**config.mk**
```make
export PLATFORM = sky130hd
export DESIGN_NAME = core_dispatcher_flat
export DESIGN_NICKNAME = d
export VERILOG_FILES = /design/src/rtl/core_dispatcher_if.sv /design/src/rtl/core_dispatcher.sv /design/src/flat_wrapper.sv
export SDC_FILE = /design/constraint.sdc
export NUM_CORES = 1
export LEC_CHECK = 0
export CORE_MARGIN = 2
export CORE_UTILIZATION = 35
export DETAILED_ROUTE_END_ITERATION = 8
export HOLD_SLACK_MARGIN = 0.03
export PLACE_DENSITY = 0.63
export RECOVER_POWER = 50
export SETUP_SLACK_MARGIN = 0.2
export SLEW_MARGIN = 20
export SYNTH_ARGS = -nofsm -noshare
export SYNTH_HDL_FRONTEND = slang
export SYNTH_SLANG_ARGS = --single-unit
```
**constraint.sdc**
```tcl
create_clock -name proc_clock -period 4.7 [get_ports proc_clock]
set_clock_uncertainty 0.05 [all_clocks]
set_input_delay 0.94 -clock proc_clock [delete_from_list [all_inputs] [get_ports proc_clock]]
set_output_delay 0.94 -clock proc_clock [all_outputs]
set_load 0.02 [all_outputs]
```
**src/rtl/core_dispatcher_if.sv**
```systemverilog
// Bundle of the spawn, run and start signals that connect the cluster's cores
// to the task dispatcher. The master side is the dispatcher; the slave side is the core array.
interface core_dispatcher_if #(
    parameter int N_CORES    = 4,
    parameter int ADDR_W     = 8,
    parameter int FIFO_DEPTH = 8
);
    localparam int CNT_W = $clog2(FIFO_DEPTH) + 1;

    logic [N_CORES-1:0]        spawn_req;
    logic [N_CORES*ADDR_W-1:0] spawn_addr;
    logic [N_CORES-1:0]        spawn_ack;
    logic [N_CORES-1:0]        core_run;
    logic [N_CORES-1:0]        core_start;
    logic [ADDR_W-1:0]         core_start_addr;
    logic [CNT_W-1:0]          queue_count;
    logic                      busy;
    logic                      dispatch_err;

    modport master (
        input  spawn_req, spawn_addr, core_run,
        output spawn_ack, core_start, core_start_addr, queue_count, busy, dispatch_err
    );

    modport slave (
        output spawn_req, spawn_addr, core_run,
        input  spawn_ack, core_start, core_start_addr, queue_count, busy, dispatch_err
    );
endinterface

```
**src/rtl/core_dispatcher.sv**
```systemverilog
// Task scheduler: queues spawn requests from cores in a FIFO and launches each
// queued start address on the lowest-index idle core, one dispatch at a time.
module core_dispatcher #(
    parameter int N_CORES       = 4,
    parameter int ADDR_W        = 8,
    parameter int FIFO_DEPTH    = 8,
    parameter int BOOT_ADDR     = 0,
    parameter int START_TIMEOUT = 15
) (
    input  logic              proc_clock,
    input  logic              proc_reset_n,
    core_dispatcher_if.master bus
);
    localparam int IDX_W = $clog2(N_CORES);
    localparam int PTR_W = $clog2(FIFO_DEPTH);
    localparam int CNT_W = $clog2(FIFO_DEPTH) + 1;
    localparam int TMR_W = $clog2(START_TIMEOUT + 1);
    localparam logic [CNT_W-1:0] FULL_CNT = CNT_W'(FIFO_DEPTH);

    typedef enum logic [1:0] {IDLE, LAUNCH, WAIT_RUN} state_t;

    state_t             state_q, state_d;
    logic [IDX_W-1:0]   cur_q, cur_d;
    logic [TMR_W-1:0]   timer_q, timer_d;
    logic [N_CORES-1:0] start_q, start_d;
    logic [ADDR_W-1:0]  start_addr_q, start_addr_d;
    logic               err_q, err_d;
    logic [N_CORES-1:0] spawn_ack_q, spawn_ack_d;
    logic [IDX_W-1:0]   rr_q, rr_d;
    logic [PTR_W-1:0]   wr_ptr_q, wr_ptr_d;
    logic [PTR_W-1:0]   rd_ptr_q, rd_ptr_d;
    logic [CNT_W-1:0]   count_q, count_d;
    logic [ADDR_W-1:0]  fifo_mem_q [FIFO_DEPTH];

    logic [ADDR_W-1:0]  req_addr [N_CORES];
    logic [N_CORES-1:0] eligible;
    logic               pick_valid;
    logic [IDX_W-1:0]   pick_idx;
    logic               push;
    logic               pop;
    logic [N_CORES-1:0] inflight;
    logic [N_CORES-1:0] free_mask;
    logic               free_valid;
    logic [IDX_W-1:0]   free_idx;

    for (genvar gi = 0; gi < N_CORES; gi++) begin : g_addr
        assign req_addr[gi] = bus.spawn_addr[gi*ADDR_W +: ADDR_W];
    end

    // Requests acked this cycle are masked so a held request is never queued twice.
    always_comb begin
        int               sum;
        logic [IDX_W-1:0] cand;
        sum        = 0;
        cand       = '0;
        eligible   = bus.spawn_req & ~spawn_ack_q;
        pick_valid = 1'b0;
        pick_idx   = '0;
        for (int i = N_CORES - 1; i >= 0; i--) begin
            sum = int'(rr_q) + i;
            if (sum >= N_CORES) begin
                sum = sum - N_CORES;
            end
            cand = IDX_W'(sum);
            if (eligible[cand]) begin
                pick_valid = 1'b1;
                pick_idx   = cand;
            end
        end
    end

    // Fullness is judged on the registered count, so a same-cycle pop never frees a slot.
    assign push = pick_valid && (count_q < FULL_CNT);

    always_comb begin
        spawn_ack_d = '0;
        rr_d        = rr_q;
        if (push) begin
            spawn_ack_d = N_CORES'(1) << pick_idx;
            rr_d        = (pick_idx == IDX_W'(N_CORES - 1)) ? '0 : pick_idx + 1'b1;
        end
    end

    always_comb begin
        inflight = '0;
        if (state_q != IDLE) begin
            inflight[cur_q] = 1'b1;
        end
        free_mask  = ~bus.core_run & ~inflight;
        free_valid = |free_mask;
        free_idx   = '0;
        for (int i = N_CORES - 1; i >= 0; i--) begin
            if (free_mask[i]) begin
                free_idx = IDX_W'(i);
            end
        end
    end

    always_comb begin
        state_d      = state_q;
        cur_d        = cur_q;
        timer_d      = timer_q;
        start_d      = '0;
        start_addr_d = start_addr_q;
        err_d        = err_q;
        pop          = 1'b0;
        case (state_q)
            IDLE: begin
                if ((count_q != '0) && free_valid) begin
                    pop          = 1'b1;
                    cur_d        = free_idx;
                    start_d      = N_CORES'(1) << free_idx;
                    start_addr_d = fifo_mem_q[rd_ptr_q];
                    state_d      = LAUNCH;
                end
            end
            LAUNCH: begin
                timer_d = '0;
                state_d = WAIT_RUN;
            end
            WAIT_RUN: begin
                if (bus.core_run[cur_q]) begin
                    state_d = IDLE;
                end else begin
                    // The popped task is dropped on timeout; only the sticky error remains.
                    timer_d = timer_q + 1'b1;
                    if (timer_d == TMR_W'(START_TIMEOUT)) begin
                        err_d   = 1'b1;
                        state_d = IDLE;
                    end
                end
            end
            default: state_d = IDLE;
        endcase
    end

    always_comb begin
        wr_ptr_d = push ? wr_ptr_q + 1'b1 : wr_ptr_q;
        rd_ptr_d = pop  ? rd_ptr_q + 1'b1 : rd_ptr_q;
        case ({push, pop})
            2'b10:   count_d = count_q + 1'b1;
            2'b01:   count_d = count_q - 1'b1;
            default: count_d = count_q;
        endcase
    end

    always_ff @(posedge proc_clock) begin
        if (!proc_reset_n) begin
            fifo_mem_q[0] <= ADDR_W'(BOOT_ADDR);
        end else if (push) begin
            fifo_mem_q[wr_ptr_q] <= req_addr[pick_idx];
        end
    end

    // Reset leaves the boot address as the only queued task.
    always_ff @(posedge proc_clock) begin
        if (!proc_reset_n) begin
            state_q      <= IDLE;
            cur_q        <= '0;
            timer_q      <= '0;
            start_q      <= '0;
            start_addr_q <= '0;
            err_q        <= 1'b0;
            spawn_ack_q  <= '0;
            rr_q         <= '0;
            wr_ptr_q     <= PTR_W'(1);
            rd_ptr_q     <= '0;
            count_q      <= CNT_W'(1);
        end else begin
            state_q      <= state_d;
            cur_q        <= cur_d;
            timer_q      <= timer_d;
            start_q      <= start_d;
            start_addr_q <= start_addr_d;
            err_q        <= err_d;
            spawn_ack_q  <= spawn_ack_d;
            rr_q         <= rr_d;
            wr_ptr_q     <= wr_ptr_d;
            rd_ptr_q     <= rd_ptr_d;
            count_q      <= count_d;
        end
    end

    assign bus.spawn_ack       = spawn_ack_q;
    assign bus.core_start      = start_q;
    assign bus.core_start_addr = start_addr_q;
    assign bus.queue_count     = count_q;
    assign bus.dispatch_err    = err_q;
    assign bus.busy            = (|bus.core_run) || (count_q != '0) || (state_q != IDLE);
endmodule
```
**src/flat_wrapper.sv**
```systemverilog
// flat-port wrapper written by rule: the top's interface ports become plain ports
module core_dispatcher_flat 
#(
    parameter int N_CORES       = 4,
    parameter int ADDR_W        = 8,
    parameter int FIFO_DEPTH    = 8,
    parameter int BOOT_ADDR     = 0,
    parameter int START_TIMEOUT = 15
)
  (proc_clock, proc_reset_n, bus_spawn_req, bus_spawn_addr, bus_core_run, bus_spawn_ack, bus_core_start, bus_core_start_addr, bus_queue_count, bus_busy, bus_dispatch_err);
  core_dispatcher_if #(.N_CORES(N_CORES), .ADDR_W(ADDR_W), .FIFO_DEPTH(FIFO_DEPTH)) bus_i ();
  input  logic proc_clock;
  input  logic proc_reset_n;
  input wire logic [$bits(bus_i.spawn_req)-1:0] bus_spawn_req;
  input wire logic [$bits(bus_i.spawn_addr)-1:0] bus_spawn_addr;
  input wire logic [$bits(bus_i.core_run)-1:0] bus_core_run;
  output wire logic [$bits(bus_i.spawn_ack)-1:0] bus_spawn_ack;
  output wire logic [$bits(bus_i.core_start)-1:0] bus_core_start;
  output wire logic [$bits(bus_i.core_start_addr)-1:0] bus_core_start_addr;
  output wire logic [$bits(bus_i.queue_count)-1:0] bus_queue_count;
  output wire logic [$bits(bus_i.busy)-1:0] bus_busy;
  output wire logic [$bits(bus_i.dispatch_err)-1:0] bus_dispatch_err;
  assign bus_i.spawn_req = bus_spawn_req;
  assign bus_i.spawn_addr = bus_spawn_addr;
  assign bus_i.core_run = bus_core_run;
  assign bus_spawn_ack = bus_i.spawn_ack;
  assign bus_core_start = bus_i.core_start;
  assign bus_core_start_addr = bus_i.core_start_addr;
  assign bus_queue_count = bus_i.queue_count;
  assign bus_busy = bus_i.busy;
  assign bus_dispatch_err = bus_i.dispatch_err;
  core_dispatcher #(.N_CORES(N_CORES), .ADDR_W(ADDR_W), .FIFO_DEPTH(FIFO_DEPTH), .BOOT_ADDR(BOOT_ADDR), .START_TIMEOUT(START_TIMEOUT)) u_core (.proc_clock(proc_clock), .proc_reset_n(proc_reset_n), .bus(bus_i));
endmodule
```
==> flow_metrics.tcl <==
set metrics [dict create \
    status "finished, violations left" \
    violations "max-capacitance violations, max-slew violations" \
    p_per_area_nw_per_um2 560.9 \
    ys_warn_count 0 \
    cts_hold_buf 0 \
    dpl.hpwl_um 5674 \
    nets 444 \
    crit_path_start_kind "input pin" \
    dr.pass1.iters 4 \
    antenna_left 0 \
    hold_class "reg -> reg" \
    ys_types 51 \
    place_area_um2 5245 \
    final_util 0.4403 \
    synth_enable_flop_cells 64 \
    rr_worst_depth 4 \
    critPathSlowestCell "a2111oi_0" \
    drt_iter0_drc 227 \
    synth.avg_cell_area_um2 13.44 \
    diodes 0 \
    setup_tns_ns 0 \
    area_growth_pct 24.22 \
    cp_cell_sequence "dlygate4sd3_1 -> mux2_1 -> a2111oi_0 -> o21ai_0 -> a21boi_0" \
    finalCritPeriodShare 0.8198 \
    setup_ws_ns 0.8470 \
    finalMaxSlewViolations 8 \
    pre_cts_slack_ns 1.054 \
    cp.required_ns 4.92 \
    initial_utilization 0.3545 \
    numCtsBuffers 9 \
    setup_violations 0 \
    antenna_found_initial 0 \
    synth_ff_type "edfxtp_1" \
    netlist_area_um2 4437 \
    ir_drop_mv 0.2248 \
    worstSetupEndpointType "register" \
    grt_pass1_vias 2740 \
    rsz0062_at_grt "false" \
    remaining_drc_errors 0 \
    crit_buf_inv 1 \
    arrival_ns 4.07 \
    grt_pass1_wl_um 13120 \
    min_from "u_core.bus.dispatch_err$_SDFFE_PN0P_" \
    seqCellArea_um2 2663 \
    multi_input_area_um2 1647 \
    track_usage 0.1267 \
    ys_ff_latch 101 \
    cts_buffer_depth 2 \
    ys_seq_area_frac 0.6001 \
    r2r_start "u_core.cur_q[1]$_SDFFE_PN0P_" \
    die_y_um 116.6 \
    stdcell_area_um2 5512 \
    max_freq_mhz 259.5 \
    vias_per_cell 4.849 \
    clkSinkCount 101 \
    path_delay_family "compound AO/OA/AOI/OAI gates" \
    path_clk_slew_ns 0.08 \
    crit_start "bus_core_run[1]" \
    root_buffer "clkbuf_16" \
    io-pin-count 64 \
    grt_max_degree 34 \
    design.die.area_um2 13590 \
    nFillCells 1186 \
    slew_headroom -0.3866 \
    fin_crit_ns 3.853 \
    fin_cells 571 \
    drt_wl_total_um 7938 \
    clkLatencyLatePin_ns 0.34 \
    rows 41 \
    path_class "in -> reg" \
    holdPathStages 2 \
    p_total_mw 3.091 \
    netlist_instances 330 \
    worst_pin_slew_ns 2.027 \
    placeableCoreArea_um2 12520 \
    die_w_um 116.6 \
    final_common_cell "edfxtp_1" \
    p_leak_nw 1.947 \
    fin_hold_ws_ns 0.4467 \
    post_cts_buffers 0 \
    synth_nets 380 \
    hold_viol 0 \
    cts.repair.resized 0 \
    min_to "u_core.bus.dispatch_err$_SDFFE_PN0P_" \
    r2r_setup_slack_ns 1.63 \
    placed_cells 554 \
    layout_common_cells "edfxtp_1, clkdlybuf4s50_1, dfxtp_1" \
    vias 2769 \
    synthArstFlopShare 0 \
    max_stage_delay_ns 1.66 \
    port_buffers 63 \
    r2r-end "u_core.state_q[1]$_SDFFE_PN0P_" \
    cp_max_fo 8 \
    wl_per_cell_um 13.90 \
    cts_tree "built" \
    cts-htree-levels 3 \
    drive_gt1_frac 0.09273 \
    grt_overflow 0 \
    maxCapViolations 1 \
    place_congestion 0.7848 \
]
-- metal layers --
metal | wire, um | track usage | share of wire | vias up
met4 | 61 | 0.04706 | 0.0077 | 0
met3 | 375 | 0.03114 | 0.047 | 4
li1 | - | - | - | 1374
met2 | 3760 | 0.2047 | 0.47 | 78
met5 | 0 | 0 | 0 | -
met1 | 3741 | 0.1665 | 0.47 | 1313
-- where the power goes --
group	total (mW)	switching [mW]	internal (mW)
registers	1.33	0.124	1.21
logic	1.05	0.571	0.477
clock network	0.710	0.338	0.372
total	3.09	1.03	2.06
-- final cells by class --
cell class	count	share of cell area
repair buffers	68	0.1199
clock buffers	9	0.04086
flip-flops and latches	101	0.4831
inverters	10	0.006810
clock inverters	7	0.01158
multi-input cells	204	0.2988
well taps	172	0.03905
-- worst max path at each step --
stage / endpoint / slack [ns] / cells past startpoint
2_1_floorplan: u_core.bus.queue_count[3]$_SDFFE_PN0P_ / 1.73 / 12
3_3_place_gp: u_core.bus.queue_count[3]$_SDFFE_PN0P_ / 1.16 / 11
3_5_place_dp: u_core.bus.queue_count[3]$_SDFFE_PN0P_ / 1.05 / 11
4_1_cts: bus_busy / 1.21 / 4
5_1_grt: u_core.state_q[1]$_SDFFE_PN0P_ / 0.54 / 5
6_report: u_core.state_q[1]$_SDFFE_PN0P_ / 0.85 / 5
-- worst reg2reg max path: stages, from the launching register on --
cell       delay (ns)
dfxtp_1          0.45
mux2_1           0.36
a2111oi_0        1.66
o21ai_0          0.25
a21boi_0         0.24
-- cells in the mapped netlist, drive strengths merged (7+ instances only) --
cell type	n	area share
o22ai	8	0.011
nand2b	8	0.011
edfxtp	64	0.43
mux2i	29	0.065
o21ai	13	0.015
buf	7	0.0085
a21oi	11	0.012
nand2	29	0.025
clkbuf	8	0.0068
ha	7	0.020
inv	10	0.0085
nor2	17	0.014
dfxtp	37	0.17
mux4	16	0.081
and2	8	0.011
-- registers in the layout, indices dropped and copies added, names as in the netlist, 3 cells and up --
| name | cells |
|---|---|
| u_core.bus.core_start_addr | 8 |
| u_core.wr_ptr_q | 3 |
| u_core.fifo_mem_q | 64 |
| u_core.bus.core_start | 4 |
| u_core.rd_ptr_q | 3 |
| u_core.timer_q | 4 |
| u_core.bus.spawn_ack | 4 |
| u_core.bus.queue_count | 4 |
-- kinds of logic (layout without fill, tap and decap cells) --
group	after synthesis	after routing	share of synthesized area
flops	101	101	0.6001
simple gates	82	82	0.08940
compound gates	59	59	0.09419
mux	47	47	0.1526
buf+inv	25	94	0.02369
fa+ha+maj	8	8	0.02425
xor+xnor	8	8	0.01579
Power figures use the tool's default switching activity.
